<file path="config.mk">
export PLATFORM = sky130hd
export DESIGN_NAME = pipelined_datapath_flat
export DESIGN_NICKNAME = d
export VERILOG_FILES = /design/src/rtl/pipelined_datapath_if.sv /design/src/rtl/pipelined_datapath.sv /design/src/flat_wrapper.sv
export SDC_FILE = /design/constraint.sdc
export NUM_CORES = 2
export LEC_CHECK = 0
export CORE_ASPECT_RATIO = 0.5
export CORE_MARGIN = 3
export CORE_UTILIZATION = 40
export DETAILED_ROUTE_END_ITERATION = 10
export SETUP_SLACK_MARGIN = 0.1
export SLEW_MARGIN = 20
export SYNTH_ARGS = -nofsm -noshare
export SYNTH_HDL_FRONTEND = slang
export SYNTH_SLANG_ARGS = --single-unit
</file>
<file path="constraint.sdc">
create_clock -name clock -period 7.49 [get_ports clock]
set_input_delay 1.498 -clock clock [delete_from_list [all_inputs] [get_ports clock]]
set_output_delay 1.498 -clock clock [all_outputs]
set_load 0.01 [all_outputs]
</file>
<file path="src/rtl/pipelined_datapath_if.sv">
// Operation and status bundle between the control unit (master) and the
// two-stage datapath (slave).
interface pipelined_datapath_if #(
   parameter int WIDTH  = 16,
   parameter int REG_AW = 3
);
   logic              in_valid;
   logic              rf_write;
   logic [REG_AW-1:0] rs_addr;
   logic [REG_AW-1:0] rt_addr;
   logic [REG_AW-1:0] rd_addr;
   logic [WIDTH-1:0]  imm_data;
   logic              imm_sel;
   logic [3:0]        alu_sel;
   logic              mem_read;
   logic              mem_write;
   logic [WIDTH-1:0]  r_top_data;
   logic [WIDTH-1:0]  read_data;
   logic              out_valid;
   logic              zero_flag;
   logic              pos_flag;
   logic              carry_flag;
   logic              ovf_flag;

   modport master (
      output in_valid, rf_write, rs_addr, rt_addr, rd_addr, imm_data, imm_sel,
             alu_sel, mem_read, mem_write,
      input  r_top_data, read_data, out_valid, zero_flag, pos_flag, carry_flag,
             ovf_flag
   );

   modport slave (
      input  in_valid, rf_write, rs_addr, rt_addr, rd_addr, imm_data, imm_sel,
             alu_sel, mem_read, mem_write,
      output r_top_data, read_data, out_valid, zero_flag, pos_flag, carry_flag,
             ovf_flag
   );
endinterface

</file>
<file path="src/rtl/pipelined_datapath.sv">
// Two-stage (EX, WB) datapath: register file, ALU with flags, data memory.
// Define PIPELINED_DATAPATH_FWD_EN to forward the WB value into EX operands.
module pipelined_datapath #(
   parameter int WIDTH  = 16,
   parameter int REG_AW = 3,
   parameter int MEM_AW = 8
) (
   input logic                 clock,
   input logic                 reset,
   pipelined_datapath_if.slave bus
);
   localparam int NUM_REGS = 2**REG_AW;
   localparam int SH_W     = $clog2(WIDTH);

   typedef enum logic [3:0] {
      ALU_ADD, ALU_SUB, ALU_AND, ALU_OR, ALU_XOR, ALU_NOT, ALU_SLL, ALU_SRL,
      ALU_SRA, ALU_SLT, ALU_PASS_B, ALU_PASS_A
   } alu_op_e;

   typedef struct packed {
      logic              valid;
      logic              rf_write;
      logic [REG_AW-1:0] rd;
      logic [WIDTH-1:0]  result;
      logic [WIDTH-1:0]  store_data;
      logic              mem_read;
      logic              mem_write;
   } wb_t;

   logic [WIDTH-1:0] regs [NUM_REGS];
   logic [WIDTH-1:0] mem  [2**MEM_AW];
   wb_t              wb;

   logic [WIDTH-1:0]  wb_value;
   logic [MEM_AW-1:0] wb_addr;
   logic [WIDTH-1:0]  op_a, rt_val, op_b, alu_res;
   logic [WIDTH:0]    sum_ext, diff_ext;
   logic [SH_W-1:0]   shamt;
   logic              alu_carry, alu_ovf;

   assign wb_addr  = wb.result[MEM_AW-1:0];
   // A combined load+store is a store; its write-back value is the address.
   assign wb_value = (wb.mem_read && !wb.mem_write) ? mem[wb_addr] : wb.result;

`ifdef PIPELINED_DATAPATH_FWD_EN
   logic wb_fwd;
   assign wb_fwd = wb.valid && wb.rf_write;
   assign op_a   = (wb_fwd && wb.rd == bus.rs_addr) ? wb_value : regs[bus.rs_addr];
   assign rt_val = (wb_fwd && wb.rd == bus.rt_addr) ? wb_value : regs[bus.rt_addr];
`else
   assign op_a   = regs[bus.rs_addr];
   assign rt_val = regs[bus.rt_addr];
`endif

   assign op_b     = bus.imm_sel ? bus.imm_data : rt_val;
   assign shamt    = op_b[SH_W-1:0];
   assign sum_ext  = {1'b0, op_a} + {1'b0, op_b};
   assign diff_ext = {1'b0, op_a} + {1'b0, ~op_b} + {{WIDTH{1'b0}}, 1'b1};

   // NOTE: every always_comb output gets a default first so no path infers a latch.
   always_comb begin
      alu_res   = '0;
      alu_carry = 1'b0;
      alu_ovf   = 1'b0;
      case (bus.alu_sel)
         ALU_ADD: begin
            alu_res   = sum_ext[WIDTH-1:0];
            alu_carry = sum_ext[WIDTH];
            alu_ovf   = (op_a[WIDTH-1] == op_b[WIDTH-1]) && (alu_res[WIDTH-1] != op_a[WIDTH-1]);
         end
         ALU_SUB: begin
            alu_res   = diff_ext[WIDTH-1:0];
            alu_carry = diff_ext[WIDTH];
            alu_ovf   = (op_a[WIDTH-1] != op_b[WIDTH-1]) && (alu_res[WIDTH-1] != op_a[WIDTH-1]);
         end
         ALU_AND:    alu_res = op_a & op_b;
         ALU_OR:     alu_res = op_a | op_b;
         ALU_XOR:    alu_res = op_a ^ op_b;
         ALU_NOT:    alu_res = ~op_a;
         ALU_SLL:    alu_res = op_a << shamt;
         ALU_SRL:    alu_res = op_a >> shamt;
         ALU_SRA:    alu_res = $unsigned($signed(op_a) >>> shamt);
         ALU_SLT:    alu_res = {{(WIDTH-1){1'b0}}, $signed(op_a) < $signed(op_b)};
         ALU_PASS_B: alu_res = op_b;
         ALU_PASS_A: alu_res = op_a;
         default:    alu_res = '0;
      endcase
   end

   // NOTE: sequential state uses non-blocking assignments so every register samples pre-edge values.
   always_ff @(posedge clock or posedge reset) begin
      if (reset) begin
         wb             <= '0;
         bus.zero_flag  <= 1'b0;
         bus.pos_flag   <= 1'b0;
         bus.carry_flag <= 1'b0;
         bus.ovf_flag   <= 1'b0;
      end else begin
         wb.valid <= bus.in_valid;
         if (bus.in_valid) begin
            wb.rf_write    <= bus.rf_write;
            wb.rd          <= bus.rd_addr;
            wb.result      <= alu_res;
            wb.store_data  <= rt_val;
            wb.mem_read    <= bus.mem_read;
            wb.mem_write   <= bus.mem_write;
            bus.zero_flag  <= (alu_res == '0);
            bus.pos_flag   <= ~alu_res[WIDTH-1];
            bus.carry_flag <= alu_carry;
            bus.ovf_flag   <= alu_ovf;
         end
      end
   end

   always_ff @(posedge clock or posedge reset) begin
      if (reset) begin
         for (int i = 0; i < NUM_REGS; i++) regs[i] <= '0;
         bus.read_data <= '0;
         bus.out_valid <= 1'b0;
      end else begin
         bus.out_valid <= wb.valid;
         if (wb.valid && wb.rf_write)
            regs[wb.rd] <= wb_value;
         if (wb.valid && wb.mem_read && !wb.mem_write)
            bus.read_data <= wb_value;
      end
   end

   // NOTE: memory has no reset; a reset only cancels the pending store through wb.valid.
   always_ff @(posedge clock) begin
      if (wb.valid && wb.mem_write)
         mem[wb_addr] <= wb.store_data;
   end

   assign bus.r_top_data = regs[NUM_REGS-1];
endmodule

</file>
<file path="src/flat_wrapper.sv">
// flat-port wrapper written by rule: the top's interface ports become plain ports
module pipelined_datapath_flat 
#(
   parameter int WIDTH  = 16,
   parameter int REG_AW = 3,
   parameter int MEM_AW = 8
)
  (clock, reset, bus_in_valid, bus_rf_write, bus_rs_addr, bus_rt_addr, bus_rd_addr, bus_imm_data, bus_imm_sel, bus_alu_sel, bus_mem_read, bus_mem_write, bus_r_top_data, bus_read_data, bus_out_valid, bus_zero_flag, bus_pos_flag, bus_carry_flag, bus_ovf_flag);
  pipelined_datapath_if #(.WIDTH(WIDTH), .REG_AW(REG_AW)) bus_i ();
  input logic clock;
  input logic reset;
  input wire logic [$bits(bus_i.in_valid)-1:0] bus_in_valid;
  input wire logic [$bits(bus_i.rf_write)-1:0] bus_rf_write;
  input wire logic [$bits(bus_i.rs_addr)-1:0] bus_rs_addr;
  input wire logic [$bits(bus_i.rt_addr)-1:0] bus_rt_addr;
  input wire logic [$bits(bus_i.rd_addr)-1:0] bus_rd_addr;
  input wire logic [$bits(bus_i.imm_data)-1:0] bus_imm_data;
  input wire logic [$bits(bus_i.imm_sel)-1:0] bus_imm_sel;
  input wire logic [$bits(bus_i.alu_sel)-1:0] bus_alu_sel;
  input wire logic [$bits(bus_i.mem_read)-1:0] bus_mem_read;
  input wire logic [$bits(bus_i.mem_write)-1:0] bus_mem_write;
  output wire logic [$bits(bus_i.r_top_data)-1:0] bus_r_top_data;
  output wire logic [$bits(bus_i.read_data)-1:0] bus_read_data;
  output wire logic [$bits(bus_i.out_valid)-1:0] bus_out_valid;
  output wire logic [$bits(bus_i.zero_flag)-1:0] bus_zero_flag;
  output wire logic [$bits(bus_i.pos_flag)-1:0] bus_pos_flag;
  output wire logic [$bits(bus_i.carry_flag)-1:0] bus_carry_flag;
  output wire logic [$bits(bus_i.ovf_flag)-1:0] bus_ovf_flag;
  assign bus_i.in_valid = bus_in_valid;
  assign bus_i.rf_write = bus_rf_write;
  assign bus_i.rs_addr = bus_rs_addr;
  assign bus_i.rt_addr = bus_rt_addr;
  assign bus_i.rd_addr = bus_rd_addr;
  assign bus_i.imm_data = bus_imm_data;
  assign bus_i.imm_sel = bus_imm_sel;
  assign bus_i.alu_sel = bus_alu_sel;
  assign bus_i.mem_read = bus_mem_read;
  assign bus_i.mem_write = bus_mem_write;
  assign bus_r_top_data = bus_i.r_top_data;
  assign bus_read_data = bus_i.read_data;
  assign bus_out_valid = bus_i.out_valid;
  assign bus_zero_flag = bus_i.zero_flag;
  assign bus_pos_flag = bus_i.pos_flag;
  assign bus_carry_flag = bus_i.carry_flag;
  assign bus_ovf_flag = bus_i.ovf_flag;
  pipelined_datapath #(.WIDTH(WIDTH), .REG_AW(REG_AW), .MEM_AW(MEM_AW)) u_core (.clock(clock), .reset(reset), .bus(bus_i));
endmodule
</file>
==> metrics.md <==
| Metric | Value |
|---|---|
| Final TNS setup | 0 ps |
| Post-route ant nets | 0 |
| Remaining Overflow, GRT | 0 |
| Period utilisation layout | 0.8535 |
| Routed vias/inst | 5.991 |
| I/O Buffers | 72 |
| Hold Path Depth | 2 |
| Post-Synthesis Cells | 7746 |
| Hold Startpoint | u_core.bus.read_data[5]$_DFFE_PP0P_ |
| Hold Buf Count CTS | 0 |
| Die H | 468.2 µm |
| RSZ-0062 raised after global routing | no |
| Syn Nets | 7835 |
| Crit end category | flip-flop |
| Reg2reg path depth | 11 |
| Tmin final | 6393 ps |
| Nets | 8287 |
| Combinational group share of total power | 0.259 |
| Worst IR drop on VDD | 0.0004652 V |
| FFs w/ async S/R, synth | 0.04388 |
| Die Footprint | 0.4356 mm² |
| Drt pass-1 iters | 6 |
| Clock slew at reported path FFs | 60 ps |
| Row Count | 169 |
| Share of cells above drive strength 1 | 0.3374 |
| Post-cts sizing count | 0 |
| Max Fclk | 156.4 MHz |
| Synthesis-stage register bit count | 4284 |
| Status | complete, no violations |
| Worst Hold Class | reg2reg |
| # Post-CTS Setup Buffers | 0 |
| Reg power frac | 0.444 |
| Initial Utilization | 0.4023 |
| Maximum Capacitance Violations | 0 |
| H-Tree Depth | 5 |
| Vias in the first global route | 84.30k |
| Post-Route WL | 475800 µm |
| Main flop type after synthesis | edfxtp_1 |
| Final HPWL DP | 285700 µm |
| Area growth, synth to finish | 13.77% |
| Final Hold Viols | 0 |
| Worst endpoint data arrival time | 7210 ps |
| Die extent in x | 930.4 µm |
| Int Pwr | 48170 µW |
| Clock power share | 0.297 |
| Clk sinks | 4284 |
| CTS Buf Count | 397 |
| Placeable Area | 0.4248 mm² |
| R2r setup slk | 1650 ps |
| Sequential fraction of the synthesis area | 0.7472 |
| Clock Skews | 66.38 ps |
| DRT iter0 DRCs | 11.50k |
| Final slew viol count | 0 |
| Distinct cell type count after synthesis | 84 |
| DRC | 0 |
| Critical path startpoint category | input pin |
| Fillers | 35.03k |
| Clk_lat worst skew | 960 ps |
| Number of synthesized flops with an enable pin | 4096 |
| Ys Warns | 0 |
| Initial antenna violation count | 37 |
| Psw | 21700 µW |
| Switching Share | 0.3106 |
| Routability cong. | 0.8936 |
| CTS root buffer | clkbuf_16 |
| Wire per inst | 33.54 µm |
| R2r endpoint | u_core.regs[66]$_DFFE_PP0P_ |
| Critical Path Fanout Max | 10 |
| Worst slew pin tran | 1150 ps |
| Largest net degree at the start of global routing | 205 |
| Syn Area/Cell | 22.06 µm² |
| Max Buffers Root-to-Sink | 4 |
| LEAKAGE | 0.06054 µW |
| WP data required | 8310 ps |
| Relative slew slack | 0.2333 |
| GR Util All Layers | 0.2154 |
| Power density cells | 359.3 mW/mm² |
| Setup-failing EPs final | 0 |
| Worst r2r src | u_core.wb[18]$_DFFE_PP0P_ |
| I/O Pins | 73 |
| Vias | 84.98k |
| Critical path class | in2reg |
| CTS tree | built |
| Worst Hold Path EP | u_core.bus.read_data[5]$_DFFE_PP0P_ |
| Post-Syn Area | 0.1709 mm² |
| Final Util | 0.4577 |
| Global-route wire length before repair | 667000 µm |
[critical path, stage by stage]
cell             delay, ps
clkdlybuf4s50_1        870
buf_4                  280
mux2_2                 340
a22oi_1                260
nand2_1                300
ha_1                   540
o21ba_2                210
nor2_1                  60
a221oi_1               700
o31ai_1                250
a221oi_1               600
o21ai_0                150
a221o_1                340
a211oi_1               330
nand4_1                220
o32ai_2                240
[power by group through the flow]
stage,Combinational [µW],Clock (µW),Sequential (µW)
floorplan,9830,0,32200
global placement,17800,0,31500
detailed placement,18100,0,31500
CTS,18100,21100,31000
global route,19000,22000,31100
finish,18100,20800,31000
[routing by layer]
layer | global-route usage | up-vias | wire, µm
met5 | 0.003814 | - | 59
met4 | 0.05722 | 6 | 13690
met3 | 0.04919 | 636 | 46370
met2 | 0.3334 | 4154 | 220200
met1 | 0.3106 | 46450 | 195400
li1 | - | 33740 | -
[synthesized netlist by cell type, drive strengths merged (12+ instances only)]
cell     instances  share of area
edfxtp        4096           0.72
mux4          1358           0.18
nor2           422         0.0093
buf            249         0.0091
clkbuf         229         0.0050
dfrtp          188          0.028
nand2          167         0.0037
mux2           157          0.010
o21ai           83         0.0024
a21oi           82         0.0026
mux2i           72         0.0043
nand3           71         0.0021
inv             61         0.0013
a31oi           52         0.0019
ha              51         0.0037
nor2b           45         0.0016
o22ai           30         0.0011
o31ai           30         0.0013
o211ai          25         0.0011
nor3            23        0.00073
nand4           19        0.00070
a2111oi         17         0.0011
o221ai          17        0.00087
a211oi          16        0.00070
nand2b          16        0.00059
and2            12        0.00044
nor4            12        0.00051
[logic make-up (layout without fill, tap and decap cells)]
logic type                 count (synthesis)  count (layout)  share of synthesized area
xor gates and xnor gates                   9               9                  0.0004612
AOI/OAI and AO/OA                        456             456                    0.01837
muxes                                   1587            1587                     0.1936
buffers and inverters                    542            1315                    0.01557
and+or+nand+nor                          815             815                    0.02081
other                                      0              24                          0
DFF                                     4284            4284                     0.7472
adders and majority gates                 53              53                   0.003968
[registers in the layout, indices dropped and copies added, names as in the netlist]
name	count
u_core.bus.r_top_data	16
u_core.bus.out_valid	1
u_core.wb	39
u_core.bus.pos_flag	1
u_core.bus.carry_flag	1
u_core.mem	4096
u_core.bus.read_data	16
u_core.regs	112
u_core.bus.zero_flag	1
u_core.bus.ovf_flag	1
[layout make-up]
class	instances	area, µm²	share of cell area
flip-flops and latches	4284	127800	0.6571
multi-input cells	2920	41510	0.2135
well taps	5643	7061	0.03631
inverters	64	255.2	0.001313
repair buffers	531	4646	0.02389
clock buffers	470	10410	0.05356
clock inverters	250	2721	0.01400
diodes	24	60.06	0.0003089
[layout by cell type, fill, tap and decap left out, drive strengths merged, types with 45 or more instances in the layout]
master            n
nor2b            45
nand3            71
mux4           1358
edfxtp         4096
a21oi            82
mux2i            72
nor2            422
a31oi            52
inv              69
dfrtp           188
mux2            157
buf             463
bufinv           56
o21ai            83
clkbuf          470
clkinv          176
clkdlybuf4s50    68
ha               51
nand2           167
[worst max path at each step]
stage	start	endpoint	slack, ps	cells after the start
after CTS	bus_rs_addr[1]	u_core.bus.zero_flag$_DFFE_PP0P_	1350	16
after global routing	bus_rs_addr[1]	u_core.bus.zero_flag$_DFFE_PP0P_	740	16
after detailed placement	bus_rs_addr[1]	u_core.bus.zero_flag$_DFFE_PP0P_	350	16
final	bus_rs_addr[1]	u_core.bus.zero_flag$_DFFE_PP0P_	1100	16
after floorplan	reset	u_core.bus.carry_flag$_DFFE_PP0P_	880	1
after global placement	bus_rs_addr[1]	u_core.bus.zero_flag$_DFFE_PP0P_	350	16
[stage by stage]
step	instances	setup slack, ps	total power, µW	hold WS, ps	instance area [µm²]
3_3_place_gp	13440	346.7	49330	463.6	181000
3_5_place_dp	13440	354.7	49580	470.9	181200
6_report	14190	1097	69870	478.6	194400
4_1_cts	14160	1352	70190	484.7	194300
2_1_floorplan	7746	878.2	42050	432.8	170900
5_1_grt	14170	735.9	72110	504.7	194400
Note: power is estimated with default switching activity, not from simulation.
